$ cat config.mk
export PLATFORM = sky130hd
export DESIGN_NAME = exu_lsu_ctrl
export DESIGN_NICKNAME = d
export VERILOG_FILES = /design/src/rtl/exu_lsu_ctrl.sv
export SDC_FILE = /design/constraint.sdc
export NUM_CORES = 1
export LEC_CHECK = 0
export CAP_MARGIN = 20
export CORE_MARGIN = 8
export CORE_UTILIZATION = 40
export CTS_BUF_LIST = sky130_fd_sc_hd__clkbuf_4 sky130_fd_sc_hd__clkbuf_8
export DETAILED_ROUTE_END_ITERATION = 10
export PLACE_DENSITY = 0.78
export SLEW_MARGIN = 25
export SYNTH_ARGS = -nofsm -noshare
export SYNTH_HDL_FRONTEND = slang
export SYNTH_SLANG_ARGS = --single-unit
$ cat constraint.sdc
create_clock -name clk -period 1.9 [get_ports clk]
set_input_delay 0.38 -clock clk [delete_from_list [all_inputs] [get_ports clk]]
set_output_delay 0.38 -clock clk [all_outputs]
set_load 0.01 [all_outputs]
$ cat src/rtl/exu_lsu_ctrl.sv
// Load/store sequencer between the execute stage and the data memory bus.
// Forms byte lanes, extends load data, and flags misaligned or timed-out accesses.
module exu_lsu_ctrl #(
  parameter int ADDR_LEN = 32,
  parameter int WORD_LEN = 32,
  parameter int TIMEOUT  = 255
) (
  input  logic                clk,
  input  logic                rst,
  input  logic                req_i,
  input  logic                rw_i,
  input  logic [2:0]          funct3_i,
  input  logic [ADDR_LEN-1:0] addr_i,
  input  logic [WORD_LEN-1:0] wr_data_i,
  input  logic [4:0]          wb_addr_i,
  output logic                lsu_wait_,
  output logic                mem_req_o,
  output logic                mem_we_o,
  output logic [3:0]          mem_be_o,
  output logic [ADDR_LEN-1:0] mem_addr_o,
  output logic [WORD_LEN-1:0] mem_wr_data_o,
  input  logic [WORD_LEN-1:0] mem_rd_data_i,
  input  logic                mem_busy_,
  output logic                wr_en_,
  output logic [4:0]          wr_addr_o,
  output logic [WORD_LEN-1:0] wr_data_o,
  output logic                misalign_o,
  output logic                bus_err_o
);

  localparam int CW = $clog2(TIMEOUT + 1);
  localparam logic [CW-1:0] CNT_LAST = CW'(TIMEOUT - 1);

  typedef enum logic [1:0] {
    IDLE,
    BUS,
    RESP
  } state_e;

  state_e              state_q, state_d;
  logic [CW-1:0]       cnt_q, cnt_d;
  logic                rw_q, rw_d;
  logic [2:0]          f3_q, f3_d;
  logic [ADDR_LEN-1:0] addr_q, addr_d;
  logic [3:0]          be_q, be_d;
  logic [WORD_LEN-1:0] wd_q, wd_d;
  logic [4:0]          wb_q, wb_d;
  logic [WORD_LEN-1:0] rd_q, rd_d;
  logic                mis_q, mis_d;
  logic                err_q, err_d;

  logic                legal, aligned, can_take, accept;
  logic [3:0]          be_new;
  logic [WORD_LEN-1:0] wd_new;
  logic [WORD_LEN-1:0] lane;
  logic [WORD_LEN-1:0] ld_ext;

  always_comb begin
    legal = 1'b0;
    unique case (funct3_i)
      3'b000, 3'b001, 3'b010: legal = 1'b1;
      3'b100, 3'b101:         legal = ~rw_i;
      default:                legal = 1'b0;
    endcase
    aligned = 1'b1;
    be_new  = 4'b1111;
    wd_new  = wr_data_i;
    unique case (funct3_i[1:0])
      2'b00: begin
        be_new = 4'b0001 << addr_i[1:0];
        wd_new = {4{wr_data_i[7:0]}};
      end
      2'b01: begin
        aligned = ~addr_i[0];
        be_new  = addr_i[1] ? 4'b1100 : 4'b0011;
        wd_new  = {2{wr_data_i[15:0]}};
      end
      default: aligned = (addr_i[1:0] == 2'b00);
    endcase
  end

  // Lane select and extension of the returning read word.
  always_comb begin
    lane   = mem_rd_data_i >> {addr_q[1:0], 3'b000};
    ld_ext = lane;
    unique case (f3_q)
      3'b000:  ld_ext = {{24{lane[7]}}, lane[7:0]};
      3'b001:  ld_ext = {{16{lane[15]}}, lane[15:0]};
      3'b100:  ld_ext = {24'd0, lane[7:0]};
      3'b101:  ld_ext = {16'd0, lane[15:0]};
      default: ld_ext = lane;
    endcase
  end

  always_comb begin
    state_d  = state_q;
    cnt_d    = cnt_q;
    rw_d     = rw_q;
    f3_d     = f3_q;
    addr_d   = addr_q;
    be_d     = be_q;
    wd_d     = wd_q;
    wb_d     = wb_q;
    rd_d     = rd_q;
    mis_d    = 1'b0;
    err_d    = 1'b0;
    can_take = (state_q == IDLE) || (state_q == RESP);
    accept   = can_take & req_i & legal & aligned;
    if (can_take) begin
      state_d = IDLE;
      if (accept) begin
        state_d = BUS;
        cnt_d   = '0;
        rw_d    = rw_i;
        f3_d    = funct3_i;
        addr_d  = addr_i;
        be_d    = be_new;
        wd_d    = wd_new;
        wb_d    = wb_addr_i;
      end else if (req_i && legal) begin
        mis_d = 1'b1;
      end
    end else if (state_q == BUS) begin
      if (mem_busy_) begin
        state_d = RESP;
        if (!rw_q) rd_d = ld_ext;
      end else if (cnt_q == CNT_LAST) begin
        cnt_d   = cnt_q + 1'b1;
        state_d = IDLE;
        err_d   = 1'b1;
      end else begin
        cnt_d = cnt_q + 1'b1;
      end
    end else begin
      state_d = IDLE;
    end
  end

  always_ff @(posedge clk) begin
    if (rst) begin
      state_q <= IDLE;
      cnt_q   <= '0;
      rw_q    <= 1'b0;
      f3_q    <= 3'b000;
      addr_q  <= '0;
      be_q    <= 4'b0000;
      wd_q    <= '0;
      wb_q    <= 5'd0;
      rd_q    <= '0;
      mis_q   <= 1'b0;
      err_q   <= 1'b0;
    end else begin
      state_q <= state_d;
      cnt_q   <= cnt_d;
      rw_q    <= rw_d;
      f3_q    <= f3_d;
      addr_q  <= addr_d;
      be_q    <= be_d;
      wd_q    <= wd_d;
      wb_q    <= wb_d;
      rd_q    <= rd_d;
      mis_q   <= mis_d;
      err_q   <= err_d;
    end
  end

  assign mem_req_o     = (state_q == BUS);
  assign lsu_wait_     = ~(accept | (state_q == BUS));
  assign mem_we_o      = rw_q;
  assign mem_be_o      = be_q;
  assign mem_addr_o    = {addr_q[ADDR_LEN-1:2], 2'b00};
  assign mem_wr_data_o = wd_q;
  assign wr_en_        = ~((state_q == RESP) & ~rw_q & (wb_q != 5'd0));
  assign wr_addr_o     = wb_q;
  assign wr_data_o     = rd_q;
  assign misalign_o    = mis_q;
  assign bus_err_o     = err_q;

endmodule

After elaboration in Yosys (flattened, before gate mapping)
Index checks and enable logic that the tools add are counted.

Logic and storage cells: 74. Register bits after elaboration: 121. Input bits: 109.

Equality and inequality tests: 14. Bitwise gates (word level): 13. Reduce and logical (&&, ||, !) cells: 16. Add/subtract/negate cells: 1. Muxes and demuxes: 17. Shift operators: 2.

Operators with widths (number): 32-bit case mux with 4 select lines (1); 32-bit case mux with 2 select lines (1); 8-bit two-way mux (4); 32-bit by 5-bit >> shifter with 32-bit output (1); 3-bit == test, second input constant (4); 8-bit by 1-bit adder with 8-bit output, second input constant (1); 8-bit == test, second input constant (1); 2-bit two-way mux (4); 4-bit case mux with 2 select lines (1); 1-bit NOT (7); 3-bit by 1-bit == test with 1-bit output, second input constant (2); 2-bit logical NOT (3); 3-bit logical NOT (2); 3-bit OR reduction (2); 1-bit bitwise AND (5); 5-bit nonzero test (1); 2-bit by 1-bit == test with 1-bit output, second input constant (2); 4-bit two-way mux (1); 2-bit by 1-bit != test with 1-bit output, second input constant (2); 4-bit by 1-bit != test with 1-bit output, second input constant (1); 1-bit case mux with 2 select lines (2); 4-bit AND reduction (1); 4-bit OR reduction (1); 1-bit by 2-bit << shifter with 4-bit output, first input constant (1); 10 further kinds (12).

Depth between registers and ports, before layout
Depth in word-level cells: 7. Mapped depth: 9. Mapped depth without buffers: 6.

Least setup slack after synthesis
Ideal clock, no wire load.

Path kind: input to output. Start point: in funct3_i[1]. End point: out lsu_wait_. Cell stages on the path: 8. Slack: -0.045 ns. Path buffers: 4. Arrival: 1.565 ns. Path through: buf_2 -> nor2_4 -> or2_1 -> and2_1 -> buf_4 -> buf_6 -> buf_6 -> nor2_1.

Word-level cells in the longest chain between the ends: 7. Elaborated cells on any way between the ends: 15.

Ends and longest elaborated chain: start: declaration (RTL line 12) `input logic [2:0] funct3_i,`; 3-bit by 1-bit == test with 1-bit output, or another cell as far along (RTL line 60) `unique case (funct3_i)`; 3-bit OR reduction / 2-bit OR reduction (equally long branches) (RTL line 60); 1-bit case mux with 2 select lines (RTL line 60); 1-bit bitwise AND (RTL line 108) `accept = can_take & req_i & legal & aligned;`; 1-bit bitwise AND (*) (RTL line 108); 1-bit bitwise OR (*) (RTL line 168) `assign lsu_wait_ = ~(accept | (state_q == BUS));`; 1-bit NOT (*) (RTL line 168); end: declaration (RTL line 16) `output logic lsu_wait_,`.

Every way passes the cells marked *; elsewhere a longest branch is shown, timed or not.

Final worst setup path
Start point: reg wb_q[3] (netlist: wr_addr_o[3]). End point: out wr_en_.

Word-level cells in the longest chain between the ends: 3.

Ends and longest elaborated chain: start: declaration (RTL line 47) `logic [4:0] wb_q, wb_d;`; start signal: assignment (RTL line 160) `wb_q <= wb_d;`; 5-bit nonzero test (RTL line 173) `assign wr_en_ = ~((state_q == RESP) & ~rw_q & (wb_q != 5'd0));`; 1-bit bitwise AND (RTL line 173); 1-bit NOT (RTL line 173); end: declaration (RTL line 24) `output logic wr_en_,`.

No other way between the ends.

==> run metrics <==
largest family of logic cells by synthesized area=compound AO/OA/AOI/OAI gates; Syn Inst Count=684; Distinct cells, synth=45; cts bufs inserted=17; syn_area_per_cell=8.129 µm²; Slew @ Worst Pin=0.5721 ns; met1 WL=7782 µm; layout cells sized above 1=0.1208; critical path arrival=1.62 ns; Main synth FF type=dfxtp_1; Root Driver=clkbuf_8; first-pass GRT wire length=29010 µm; RePlAce Congestion=0.8529; Worst Setup End Kind=output pin; clock slew at reported path FFs=0.07 ns; die width=133.9 µm; Min Clock Period, post-route=2.004 ns; Nets=992; failing checks=setup timing; Final Cell Area=8341 µm²; Area growth syn-to-layout=50.00%; Worst Path Required=1.52 ns; Final Hold Vio Count=0; CTS tree=built; max layer used=met4; Max Clock Skew=0.01483 ns; #FFs+latches synth=121; Core Rows=43; die area=17930 µm²; cell area after synthesis=5560 µm²; Hold Slack=0.1896 ns; hpwl dp=13610 µm; core box area=13720 µm²; post-layout util=0.6079; Overall Global Routing Usage=0.2026; ys async rst share=0; leak pwr=3.024 nW; MaxCap Viol Count=0; Adder-Cell Fraction of Synth Area=0.004500; clk sink count=121; Initial Util=0.4053; DR WL/cell=17.32 µm; synth warn=0; Antenna diodes=0; Worst-Skew Late Latency=0.44 ns; XOR/XNOR Fraction of Synth Area=0; vias in the first global route=5486; cts hold-fix bufs=0; total number of vias=5508; Max Slew Vio Count=0; post-synthesis compound-gate area fraction=0.2162; Met3 Wirelength=1829 µm; CTS H-tree depth=4; drt total wl=18600 µm; most common cell after layout, fill and taps aside=clkdlybuf4s50_1; commonest non-fill, non-tap cells in the layout=clkdlybuf4s50_1, nand2_1, dfxtp_1; Post-Layout Cell Count=1074; Port Buffer Count=217; register area share after synthesis=0.4356; power density over cell area=757.7 nW/µm²; final setup fails=1; DR WL met2=8504 µm; Tightest Hold Check Type=in -> reg; startpoint type of the worst setup path=flop; antenna violations before repair=0; status=finished, violations left; PnR worst setup slack=-0.1038 ns; Crit Path Max Fanout=2; final critical-path share of the clock period=1.055; mux cell area share after synthesis=0.08123; ANT nets after route=0; routed vias/inst=5.128; Simple-Gate Fraction of Synth Area=0.1726; Post-synth EDFFs=0; Placed Area=7868 µm²; grt ovf=0; Max Fclk=499.0 MHz; DRT Pass-1 Iters=4; Ports=220; Relative slew margins=0.6182; peak supply drop=0.0004889 V; DRT iter0 DRCs=349; Clock Tree Buf Depth=2; largest net degree at the start of global routing=80; chip height=133.9 µm; dpl cells=1040; Residual DRC=0; RSZ-0062 raised after global routing=true; crit path kind=reg -> out
-- kinds of logic (layout without fill, tap and decap cells) --
kind of cell / Yosys count / after routing
AO/OA/AOI/OAI: 201 / 201
adder cells (fa/ha/maj): 2 / 2
buffers and inverters: 88 / 297
flip-flops: 121 / 121
multiplexers: 43 / 43
other: 1 / 2
AND/OR/NAND/NOR: 228 / 228
-- report_power, final --
group | switching [mW] | total [mW] | internal [mW]
Clock | 1.00 | 2.48 | 1.47
Sequential | 0.0619 | 2.71 | 2.65
Combinational | 0.527 | 1.14 | 0.610
Total | 1.59 | 6.32 | 4.73
-- synth_stat cells, drive strengths merged, types with 7 or more instances --
cell | n | area, µm²
mux2i | 35 | 350.3
a311oi | 10 | 87.58
dfxtp | 121 | 2422
nand2 | 155 | 581.8
a21oi | 101 | 513.0
buf | 56 | 375.4
o22ai | 9 | 56.30
nor2 | 45 | 176.4
mux2 | 7 | 78.83
o211ai | 16 | 120.1
clkbuf | 26 | 97.59
a211oi | 10 | 120.1
o21ai | 46 | 230.2
-- registers in the layout (all words and copies together) (netlist names) --
| signal | cells |
|---|---|
| addr_q | 32 |
| mem_wr_data_o | 32 |
| wr_data_o | 32 |
| cnt_q | 8 |
| wr_addr_o | 5 |
| mem_be_o | 4 |
| f3_q | 3 |
| state_q | 2 |
| bus_err_o | 1 |
| mem_we_o | 1 |
| misalign_o | 1 |
-- worst paths after layout --
path / cells past startpoint / endpoint / from / slack (ns)
worst max-delay path: 3 / wr_en_ / wr_addr_o[3] / -0.10
worst min-delay path: 2 / state_q[0] / rst / 0.19
worst max register to register: 7 / mem_wr_data_o[14] / state_q[0] / 0.24
worst min register to register: 2 / addr_q[3] / addr_q[3] / 0.45
-- worst max-delay path, stage by stage (launching register included) --
cell and delay (ns):
dfxtp_1 0.31, or4_1 0.51, o211ai_1 0.18, buf_2 0.18
-- layer usage --
| layer | vias to the layer above | global-route usage |
|---|---|---|
| li1 | 2716 | - |
| met1 | 2543 | 0.2408 |
| met2 | 217 | 0.3172 |
| met3 | 32 | 0.08676 |
| met4 | 0 | 0.07798 |
| met5 | - | 0 |
-- through the flow --
| step | power [mW] | setup TNS, ns | setup slack [ns] |
|---|---|---|---|
| floorplan | 3.284 | 0 | 0.02390 |
| global placement | 3.865 | -43.77 | -0.6354 |
| detailed placement | 3.878 | -47.98 | -0.7178 |
| CTS | 6.349 | -0.5115 | -0.1333 |
| global route | 6.594 | -0.1891 | -0.1891 |
| finish | 6.319 | -0.1038 | -0.1038 |
-- repair_timing --
action / in CTS / in global routing
endpoints found under the setup margin: 52 / 67
pin swaps: 0 / 3
setup buffers: 0 / 1
gates cloned: 0 / 1
gates resized for setup: 14 / 10
-- area by class of cell --
type,instances,area [µm²]
Fill cell,1271,5379
Multi-Input combinational cell,476,2665
Timing Repair Buffer,259,2575
Sequential cell,121,2425
Clock buffer,25,312.8
Tap cell,180,225.2
Clock inverter,7,115.1
Inverter,6,22.52
(Power assumes the default switching activity.)
